==> src/rtl/cp_pkg.sv <==
// Shared definitions for the Command Processor sequencer: GX opcodes, fetch
// sizes and the parser FSM states.
package cp_pkg;

  localparam logic [7:0] CP_OP_NOP        = 8'h00;
  localparam logic [7:0] CP_OP_LOAD_CP    = 8'h08;
  localparam logic [7:0] CP_OP_LOAD_XF    = 8'h10;
  localparam logic [7:0] CP_OP_LOAD_BP    = 8'h61;
  localparam logic [7:0] CP_OP_INV_VC     = 8'h48;
  localparam logic [7:0] CP_OP_CALL_DL    = 8'h40;
  // Draw opcodes are 0b10pp_pvvv: primitive in [5:3], VAT index in [2:0].
  localparam logic [7:0] CP_OP_DRAW_MASK  = 8'hC0;
  localparam logic [7:0] CP_OP_DRAW_MATCH = 8'h80;

  localparam logic [2:0] CP_BYTES_1 = 3'd1;
  localparam logic [2:0] CP_BYTES_2 = 3'd2;
  localparam logic [2:0] CP_BYTES_4 = 3'd4;

  typedef enum logic [3:0] {
    StOpcode,
    StCpAddr,
    StCpData,
    StXfHdr,
    StXfData,
    StBpData,
    StDlAddr,
    StDlSize,
    StDrawCount,
    StDraw
  } cp_state_e;

  // Fetch size for each parser state; StDraw is sized by the vertex loader.
  function automatic logic [2:0] state_bytes(input cp_state_e st);
    case (st)
      StOpcode, StCpAddr: state_bytes = CP_BYTES_1;
      StDrawCount:        state_bytes = CP_BYTES_2;
      default:            state_bytes = CP_BYTES_4;
    endcase
  endfunction

endpackage

==> src/rtl/cp_opcode_decoder.sv <==
// Combinational GX opcode decoder: maps an opcode byte to the parser state that
// fetches its operands, extracts draw fields and flags unknown opcodes.
// Display-list call (0x40) is decoded only when CP_DISPLAY_LIST_EN is defined.
module cp_opcode_decoder
  import cp_pkg::*;
(
  input  logic [7:0] opcode,
  output logic [3:0] next_state,
  output logic [2:0] prim,
  output logic [2:0] vat,
  output logic       unknown
);

  assign prim = opcode[5:3];
  assign vat  = opcode[2:0];

  // Operand-fetch state for the opcode; unrecognised bytes return to StOpcode.
  always_comb begin
    next_state = StOpcode;
    unknown    = 1'b0;
    if ((opcode & CP_OP_DRAW_MASK) == CP_OP_DRAW_MATCH) begin
      next_state = StDrawCount;
    end else begin
      case (opcode)
        CP_OP_NOP, CP_OP_INV_VC: next_state = StOpcode;
        CP_OP_LOAD_CP:           next_state = StCpAddr;
        CP_OP_LOAD_XF:           next_state = StXfHdr;
        CP_OP_LOAD_BP:           next_state = StBpData;
`ifdef CP_DISPLAY_LIST_EN
        CP_OP_CALL_DL:           next_state = StDlAddr;
`endif
        default:                 unknown = 1'b1;
      endcase
    end
  end

endmodule

==> src/rtl/cp_command_sequencer.sv <==
// Command Processor sequencer: fetches opcodes/operands from the deserializer,
// issues CP/XF/BP register writes and hands the byte port to the vertex loader
// during draws. Display-list calls are built only with CP_DISPLAY_LIST_EN.
module cp_command_sequencer
  import cp_pkg::*;
(
  input  logic        clk,
  input  logic        reset,
  output logic        CPRead,
  output logic [2:0]  CPBytes,
  input  logic        CPValid,
  input  logic [31:0] CPData,
  output logic        CPRegWrite,
  output logic [7:0]  CPRegAddr,
  output logic        XFRegWrite,
  output logic [15:0] XFRegAddr,
  output logic        BPRegWrite,
  output logic [7:0]  BPRegAddr,
  output logic [31:0] RegData,
  output logic        VCInvalidate,
  output logic        DLCall,
  output logic [31:0] DLAddr,
  output logic [31:0] DLSize,
  output logic        DrawStart,
  output logic [2:0]  DrawPrim,
  output logic [2:0]  DrawVAT,
  output logic [15:0] DrawCount,
  input  logic        DrawDone,
  input  logic        VtxRead,
  input  logic [2:0]  VtxBytes,
  output logic        VtxValid,
  output logic [31:0] VtxData,
  output logic        CmdError
);

  cp_state_e   state_q, state_d, dec_state;
  logic [3:0]  dec_state_raw;
  logic [2:0]  dec_prim, dec_vat;
  logic        dec_unknown;
  logic        xfer;
  // Holds the byte port idle for the first cycle after reset.
  logic        active_q;
  logic        cp_write_q, xf_write_q, bp_write_q, inv_q, draw_start_q, err_q;
  logic [7:0]  cp_addr_q, bp_addr_q;
  logic [15:0] xf_addr_q, xf_ptr_q, count_q;
  logic [16:0] xf_left_q;
  logic [31:0] reg_data_q;
  logic [2:0]  prim_q, vat_q;
`ifdef CP_DISPLAY_LIST_EN
  logic        dl_call_q;
  logic [31:0] dl_addr_q, dl_size_q;
`endif

  cp_opcode_decoder u_decoder (
    .opcode     (CPData[7:0]),
    .next_state (dec_state_raw),
    .prim       (dec_prim),
    .vat        (dec_vat),
    .unknown    (dec_unknown)
  );

  assign dec_state = cp_state_e'(dec_state_raw);

  // Byte-port control: parser fetches outside draws, loader pass-through inside.
  always_comb begin
    CPRead   = active_q;
    CPBytes  = state_bytes(state_q);
    VtxValid = 1'b0;
    VtxData  = '0;
    if (state_q == StDraw) begin
      CPRead   = VtxRead;
      CPBytes  = VtxBytes;
      VtxValid = CPValid;
      VtxData  = CPData;
    end
  end

  assign xfer = CPRead & CPValid;

  // Parser next state, advancing only on completed transfers.
  always_comb begin
    state_d = state_q;
    case (state_q)
      StOpcode:    if (xfer) state_d = dec_state;
      StCpAddr:    if (xfer) state_d = StCpData;
      StCpData:    if (xfer) state_d = StOpcode;
      StXfHdr:     if (xfer) state_d = StXfData;
      StXfData:    if (xfer && xf_left_q == 17'd1) state_d = StOpcode;
      StBpData:    if (xfer) state_d = StOpcode;
`ifdef CP_DISPLAY_LIST_EN
      StDlAddr:    if (xfer) state_d = StDlSize;
      StDlSize:    if (xfer) state_d = StOpcode;
`endif
      StDrawCount: if (xfer) state_d = (CPData[15:0] == 16'd0) ? StOpcode : StDraw;
      StDraw:      if (DrawDone) state_d = StOpcode;
      default:     state_d = StOpcode;
    endcase
  end

  // FSM state register.
  always_ff @(posedge clk) begin
    if (reset) begin
      state_q <= StOpcode;
    end else begin
      state_q <= state_d;
    end
  end

  // Operand capture and single-cycle strobes following each completing transfer.
  always_ff @(posedge clk) begin
    if (reset) begin
      active_q     <= 1'b0;
      cp_write_q   <= 1'b0;
      xf_write_q   <= 1'b0;
      bp_write_q   <= 1'b0;
      inv_q        <= 1'b0;
      draw_start_q <= 1'b0;
      err_q        <= 1'b0;
      cp_addr_q    <= '0;
      bp_addr_q    <= '0;
      xf_addr_q    <= '0;
      xf_ptr_q     <= '0;
      xf_left_q    <= '0;
      count_q      <= '0;
      reg_data_q   <= '0;
      prim_q       <= '0;
      vat_q        <= '0;
`ifdef CP_DISPLAY_LIST_EN
      dl_call_q    <= 1'b0;
      dl_addr_q    <= '0;
      dl_size_q    <= '0;
`endif
    end else begin
      active_q     <= 1'b1;
      cp_write_q   <= 1'b0;
      xf_write_q   <= 1'b0;
      bp_write_q   <= 1'b0;
      inv_q        <= 1'b0;
      draw_start_q <= 1'b0;
`ifdef CP_DISPLAY_LIST_EN
      dl_call_q    <= 1'b0;
`endif
      if (xfer) begin
        case (state_q)
          StOpcode: begin
            if (CPData[7:0] == CP_OP_INV_VC) inv_q <= 1'b1;
            if (dec_unknown) err_q <= 1'b1;
            if (dec_state == StDrawCount) begin
              prim_q <= dec_prim;
              vat_q  <= dec_vat;
            end
          end
          StCpAddr: cp_addr_q <= CPData[7:0];
          StCpData: begin
            cp_write_q <= 1'b1;
            reg_data_q <= CPData;
          end
          StXfHdr: begin
            xf_ptr_q  <= CPData[15:0];
            // Header holds length-1; a 17-bit count allows 65536 words.
            xf_left_q <= {1'b0, CPData[31:16]} + 17'd1;
          end
          StXfData: begin
            xf_write_q <= 1'b1;
            xf_addr_q  <= xf_ptr_q;
            reg_data_q <= CPData;
            xf_ptr_q   <= xf_ptr_q + 16'd1;
            xf_left_q  <= xf_left_q - 17'd1;
          end
          StBpData: begin
            bp_write_q <= 1'b1;
            bp_addr_q  <= CPData[31:24];
            reg_data_q <= {8'h00, CPData[23:0]};
          end
`ifdef CP_DISPLAY_LIST_EN
          StDlAddr: dl_addr_q <= CPData;
          StDlSize: begin
            dl_call_q <= 1'b1;
            dl_size_q <= CPData;
          end
`endif
          StDrawCount: begin
            if (CPData[15:0] != 16'd0) begin
              draw_start_q <= 1'b1;
              count_q      <= CPData[15:0];
            end
          end
          default: ;
        endcase
      end
    end
  end

  assign CPRegWrite   = cp_write_q;
  assign CPRegAddr    = cp_addr_q;
  assign XFRegWrite   = xf_write_q;
  assign XFRegAddr    = xf_addr_q;
  assign BPRegWrite   = bp_write_q;
  assign BPRegAddr    = bp_addr_q;
  assign RegData      = reg_data_q;
  assign VCInvalidate = inv_q;
  assign DrawStart    = draw_start_q;
  assign DrawPrim     = prim_q;
  assign DrawVAT      = vat_q;
  assign DrawCount    = count_q;
  assign CmdError     = err_q;
`ifdef CP_DISPLAY_LIST_EN
  assign DLCall       = dl_call_q;
  assign DLAddr       = dl_addr_q;
  assign DLSize       = dl_size_q;
`else
  assign DLCall       = 1'b0;
  assign DLAddr       = '0;
  assign DLSize       = '0;
`endif

endmodule

==> config.mk <==
export PLATFORM = sky130hd
export DESIGN_NAME = cp_command_sequencer
export DESIGN_NICKNAME = d
export VERILOG_FILES = /design/src/rtl/cp_pkg.sv /design/src/rtl/cp_opcode_decoder.sv /design/src/rtl/cp_command_sequencer.sv
export SDC_FILE = /design/constraint.sdc
export NUM_CORES = 1
export LEC_CHECK = 0
export CAP_MARGIN = 25
export CORE_ASPECT_RATIO = 0.6
export CORE_MARGIN = 3
export CORE_UTILIZATION = 40
export DETAILED_ROUTE_END_ITERATION = 12
export PLACE_DENSITY = 0.82
export SYNTH_ARGS = -nofsm -noshare
export SYNTH_HDL_FRONTEND = slang
export SYNTH_HIERARCHICAL = 1
export SYNTH_SLANG_ARGS = --single-unit
==> constraint.sdc <==
create_clock -name clk -period 2.85 [get_ports clk]
set_input_delay 0.7125 -clock clk [delete_from_list [all_inputs] [get_ports clk]]
set_output_delay 0.7125 -clock clk [all_outputs]
set_load 0.005 [all_outputs]
# --- After elaboration in Yosys (flattened, before gate mapping) ---
# Cells that the tools add are included.
op_classes:
  add_sub_neg: 3
  eq_ne: 21
  n_mux: 27
  bitwise_logic: 4
  reduce_logical: 23
ops:
  columns: ["cell", "count"]
  rows:
  - ["one-hot mux 32 bit (2 select lines)", 1]
  - ["two-way mux 4 bit", 9]
  - ["one-hot mux 17 bit (2 select lines)", 1]
  - ["two-way mux 32 bit", 1]
  - ["one-hot mux 16 bit (2 select lines)", 1]
  - ["one-hot mux 4 bit (7 select lines)", 1]
  - ["adder 16 x 1 -> 17 bit, second input constant", 1]
  - ["== test 17 x 1 -> 1 bit, second input constant", 1]
  - ["subtractor 17 x 1 -> 17 bit, second input constant", 1]
  - ["adder 16 x 1 -> 16 bit, second input constant", 1]
  - ["== test 8 x 7 -> 1 bit, second input constant", 2]
  - ["logical NOT 16 bit", 1]
  - ["nonzero test 16 bit", 1]
  - ["== test 4 bit, second input constant", 3]
  - ["!= test 2 bit, second input constant", 6]
  - ["two-way mux 1 bit", 10]
  - ["AND reduction 2 bit", 5]
  - ["one-hot mux 3 bit (3 select lines)", 1]
  - ["AND reduction 3 bit", 3]
  - ["== test 4 x 2 -> 1 bit, second input constant", 2]
  - ["== test 4 x 3 -> 1 bit, second input constant", 2]
  - ["== test 8 x 4 -> 1 bit, second input constant", 1]
  - ["== test 8 x 5 -> 1 bit, second input constant", 1]
  - ["logical NOT 8 bit", 1]
  - ["other kinds (14)", 21]
word_totals:
  reg_bits: 130
  out_inout_bits: 194
  wordCells: 95

# --- Depth between registers and ports, before layout ---
logic_depth:
  ltp_word: 6
  mapped_depth: 8
  mapped_depth_nobuf: 7

# --- Hierarchy ---
# Netlist, hierarchy kept.
modules_own_cells:
  columns: ["module", "instances", "cells_per_inst", "area_per_inst_um2"]
  rows:
  - ["cp_command_sequencer", 1, 849, 6623.9]
  - ["cp_opcode_decoder", 1, 20, 147.6]

# --- Worst setup path before layout ---
# No wires, ideal clock.
synth_timing:
  path_type: "input -> register"
  startpoint: "in CPData[4]"
  endpoint: "reg prim_q[0], in the netlist DrawPrim[0]"
  arrival_ps: 2507
  required_time_ps: 2722
  setup_slack_ps: 215
  path_stages: 8
  path_cell_list: "or3_1 -> or3b_1 -> a2111oi_2 -> nor3_1 -> and4_1 -> clkbuf_1 -> mux2i_1 -> nor2_1"
synth_via:
  elab_chain_cells: 5
synth_rtl:
  columns: ["item", "line", "source"]
  rows:
  - ["start, declared", "cp_command_sequencer.sv:12", "input logic [31:0] CPData,"]
  - ["== test 8 x 7 -> 1 bit (tied with other cells)", "cp_opcode_decoder.sv:24", "case (opcode)"]
  - ["one-hot mux 3 bit (3 select lines) (*)", "cp_opcode_decoder.sv:24", null]
  - ["two-way mux 4 bit (*)", "cp_opcode_decoder.sv:21", "if ((opcode & CP_OP_DRAW_MASK) == CP_OP_DRAW_MATCH) begin"]
  - ["net dec_state[0]", "cp_command_sequencer.sv:36", "cp_state_e state_q, state_d, dec_state;"]
  - ["== test 4 bit (*)", "cp_command_sequencer.sv:148", "if (dec_state == StDrawCount) begin"]
  - ["AND reduction 3 bit (no source line) (*)", null, null]
  - ["end signal, assigned", "cp_command_sequencer.sv:149", "prim_q <= dec_prim;"]
  - ["end, declared", "cp_command_sequencer.sv:48", "logic [2:0] prim_q, vat_q;"]
# Mark *: on every way through the listed nets, which the timed path passes. The rest lies on a longest branch.
# A chain may end at the register's enable or synchronous reset.

# --- Worst setup path in the final report ---
layout_timing:
  startpoint: "in CPData[8]"
  endpoint: "out VtxData[8]"
layout_via:
  elab_chain_cells: 1
layout_rtl:
  columns: ["item", "line", "source"]
  rows:
  - ["two-way mux 32 bit", "cp_command_sequencer.sv:70", "if (state_q == StDraw) begin"]
  - ["end, declared", "cp_command_sequencer.sv:32", "output logic [31:0] VtxData,"]
# No other way between the ends.

==> run metrics <==
status finished with violations; failing checks negative setup slack; CTS Buf Count 17; Worst Max-Slew Pin Slew 688 ps; top cells by area, synth dfxtp_1, buf_4, nand2_1; Fmax 0.351 GHz; Seq pwr share 38.5%; required time of the critical path 2140 ps; final worst slack -1.38 ps; worst r2r dst xf_ptr_q[9]; FP Rows 36; Yosys top cell by area dfxtp_1; clock-pin slew on the worst setup and hold paths roughly 60 ps; DRT Pass-1 Iters 5; die width 174 um; gr usage total about a quarter; post-synth top area share 38.4%; first-pass GRT wire length ~35000 um; Crit. Startpoint CPData[8]; Cell variety after synth 67; Setup crit end kind primary output; Syn Area/Cell 7.79 um^2; DRT iter0 DRCs between 700 and 800; die height 107 um; WHS Path Cells 2; final hold violation count 0; ys flop type dfxtp_1; Post-synth ARST share 0%; synth warn 6; final setup vio count 1; Reg2Reg Setup Slack between 400 and 500 ps; hpwl dp roughly 16000 um; n_diodes 0; Critical Path Start Type input port; commonest cells in the netlist nand2_1, dfxtp_1, a21oi_1; most common cell in the netlist nand2_1; number of flops mapped to enable cells by yosys 0; fin. max-slew vios 0; Layout Nets 1111; class of the worst hold path reg -> reg; GPL Wtd Cong ~0.94; drc violations 0; design area ~9600 um^2; Place WS -383 ps; Synth Instances slightly below 900; die footprint 18600 um^2; H-tree depth 4; LEAKAGE ~3.6 nW; Antenna Nets Post-Route 0; Sw Ratio a little under a quarter; Comb pwr share around 8.6%; Rel. slew slack approximately 54%; Final Total Pwr 4.78 mW; largest net degree at the start of global routing slightly below 70; design internal power between 3 and 4 mW; Clock power frac 52.9%; Max IR drop VDD approximately 360 uV; FF-to-FF Start state_q[3]; crit-path max FO 4; worst-skew pair later-pin latency 420 ps; placed insts approximately 1.3k; Finished Layout Cells around 1.3k; placed cell areas 8840 um^2; CTS max path bufs 2; initial antenna violation count 0; grt total ovfl 0; DRT Wirelength 22300 um; Core Region approximately 16000 um^2; layout cells sized above 1 a little under an eighth; final core occ 58.3%; switching pwr around 1.1 mW; Power Dens Cells approximately 500 nW/um^2; Critical Path Sink VtxData[8]; R2R depth 6; port bufs 168; Syn-to-layout area delta 41.2%; clk_skew about 12 ps; setup bufs post-CTS 0; CTS tree built; vias per cell approximately 5.3; via count roughly 7k; fin crit share 100%; WS Path Type in -> out; Seq/Total Area, Yosys between 30% and 40%; Initial Utilization roughly two fifths; Filler Cells Inserted roughly 1.5k; Final min period ~2900 ps; #FFs+latches synth 130; clock root cell clkbuf_16; I/O pin count roughly 230; cell area after synthesis roughly 6800 um^2; # clock sinks 130; max-cap viol count 0; crit path DAT 2140 ps; vias in the first global route around 6.2k; wire length per cell between 15 and 20 um
[cell type report]
class	count	area, um^2	share of cell area, %
clock buffer	18	439	4.59
clock inverter	12	231	2.42
inverter	8	30.0	0.314
multi-input combinational	669	3680	38.5
sequential	130	2600	27.2
tap	228	285	2.98
timing repair buffer	241	2290	24.0
[power by group through the flow]
stage          sequential [mW]  combinational [mW]  clock, mW
2_1_floorplan             1.88               0.222          0
3_3_place_gp              1.88               0.393          0
3_5_place_dp              1.88               0.396          0
4_1_cts                   1.84               0.399       2.55
5_1_grt                   1.84               0.443       2.62
6_report                  1.84               0.413       2.53
[flip-flops by register name (all words and copies together), names as in the netlist, 3 cells and up]
signal and cells:
xf_ptr_q 16, XFRegAddr 16, BPRegAddr 8, DrawVAT 3, DrawCount 16, RegData 32, state_q 4, CPRegAddr 8
DrawPrim 3, xf_left_q 17
[cell usage in the layout, fill, tap and decap left out, types with 15 or more instances in the layout]
master,count
clkdlybuf4s50_1,167
nand2_1,137
dfxtp_1,130
a21oi_1,89
nor2_1,84
buf_4,67
conb_1,65
o21ai_0,41
and2_1,32
mux2i_1,29
nand3_1,26
nor3_1,23
clkbuf_16,17
nor4_1,15
[cell families after synthesis]
family          synth area share (%)
compound gates                  16.6
fa+ha+maj                      0.739
mux                             4.60
buf+inv                         11.6
xor+xnor                        1.68
flops                           38.4
simple gates                    26.3
other cells                   0.0554
[routing by layer]
metal	part of all wire, %	vias to the layer above	track usage [%]
li1	-	3277	-
met1	46	3230	33.7
met2	41	363	32.9
met3	12	15	9.94
met4	0.65	0	4.07
met5	0	-	0
[repair_timing]
action | 4_1_cts | 5_1_grt
hold buffers | 0 | 0
gates resized for setup | 4 | 8
pin swaps | 0 | 1
setup endpoints to repair | 24 | 29
[through the flow]
| stage | hold slack (ps) | TNS [ps] |
|---|---|---|
| finish | 452 | -1.38 |
| global route | 464 | -7.60 |
| CTS | 453 | 0 |
| detailed placement | 446 | -5990 |
| global placement | 440 | -4760 |
| floorplan | 440 | 0 |
[worst max-delay path, stage by stage]
cell	delay (ps)
clkdlybuf4s50_1	720
and2_1	190
clkdlybuf4s50_1	520
[worst min-delay path by stage]
| stage | end | startpoint |
|---|---|---|
| 2_1_floorplan | XFRegAddr[14] | xf_ptr_q[14] |
| 3_3_place_gp | RegData[15] | RegData[15] |
| 3_5_place_dp | RegData[4] | RegData[4] |
| 4_1_cts | RegData[4] | RegData[4] |
| 5_1_grt | RegData[0] | RegData[0] |
| 6_report | RegData[4] | RegData[4] |
Note: power is estimated with default switching activity, not from simulation.
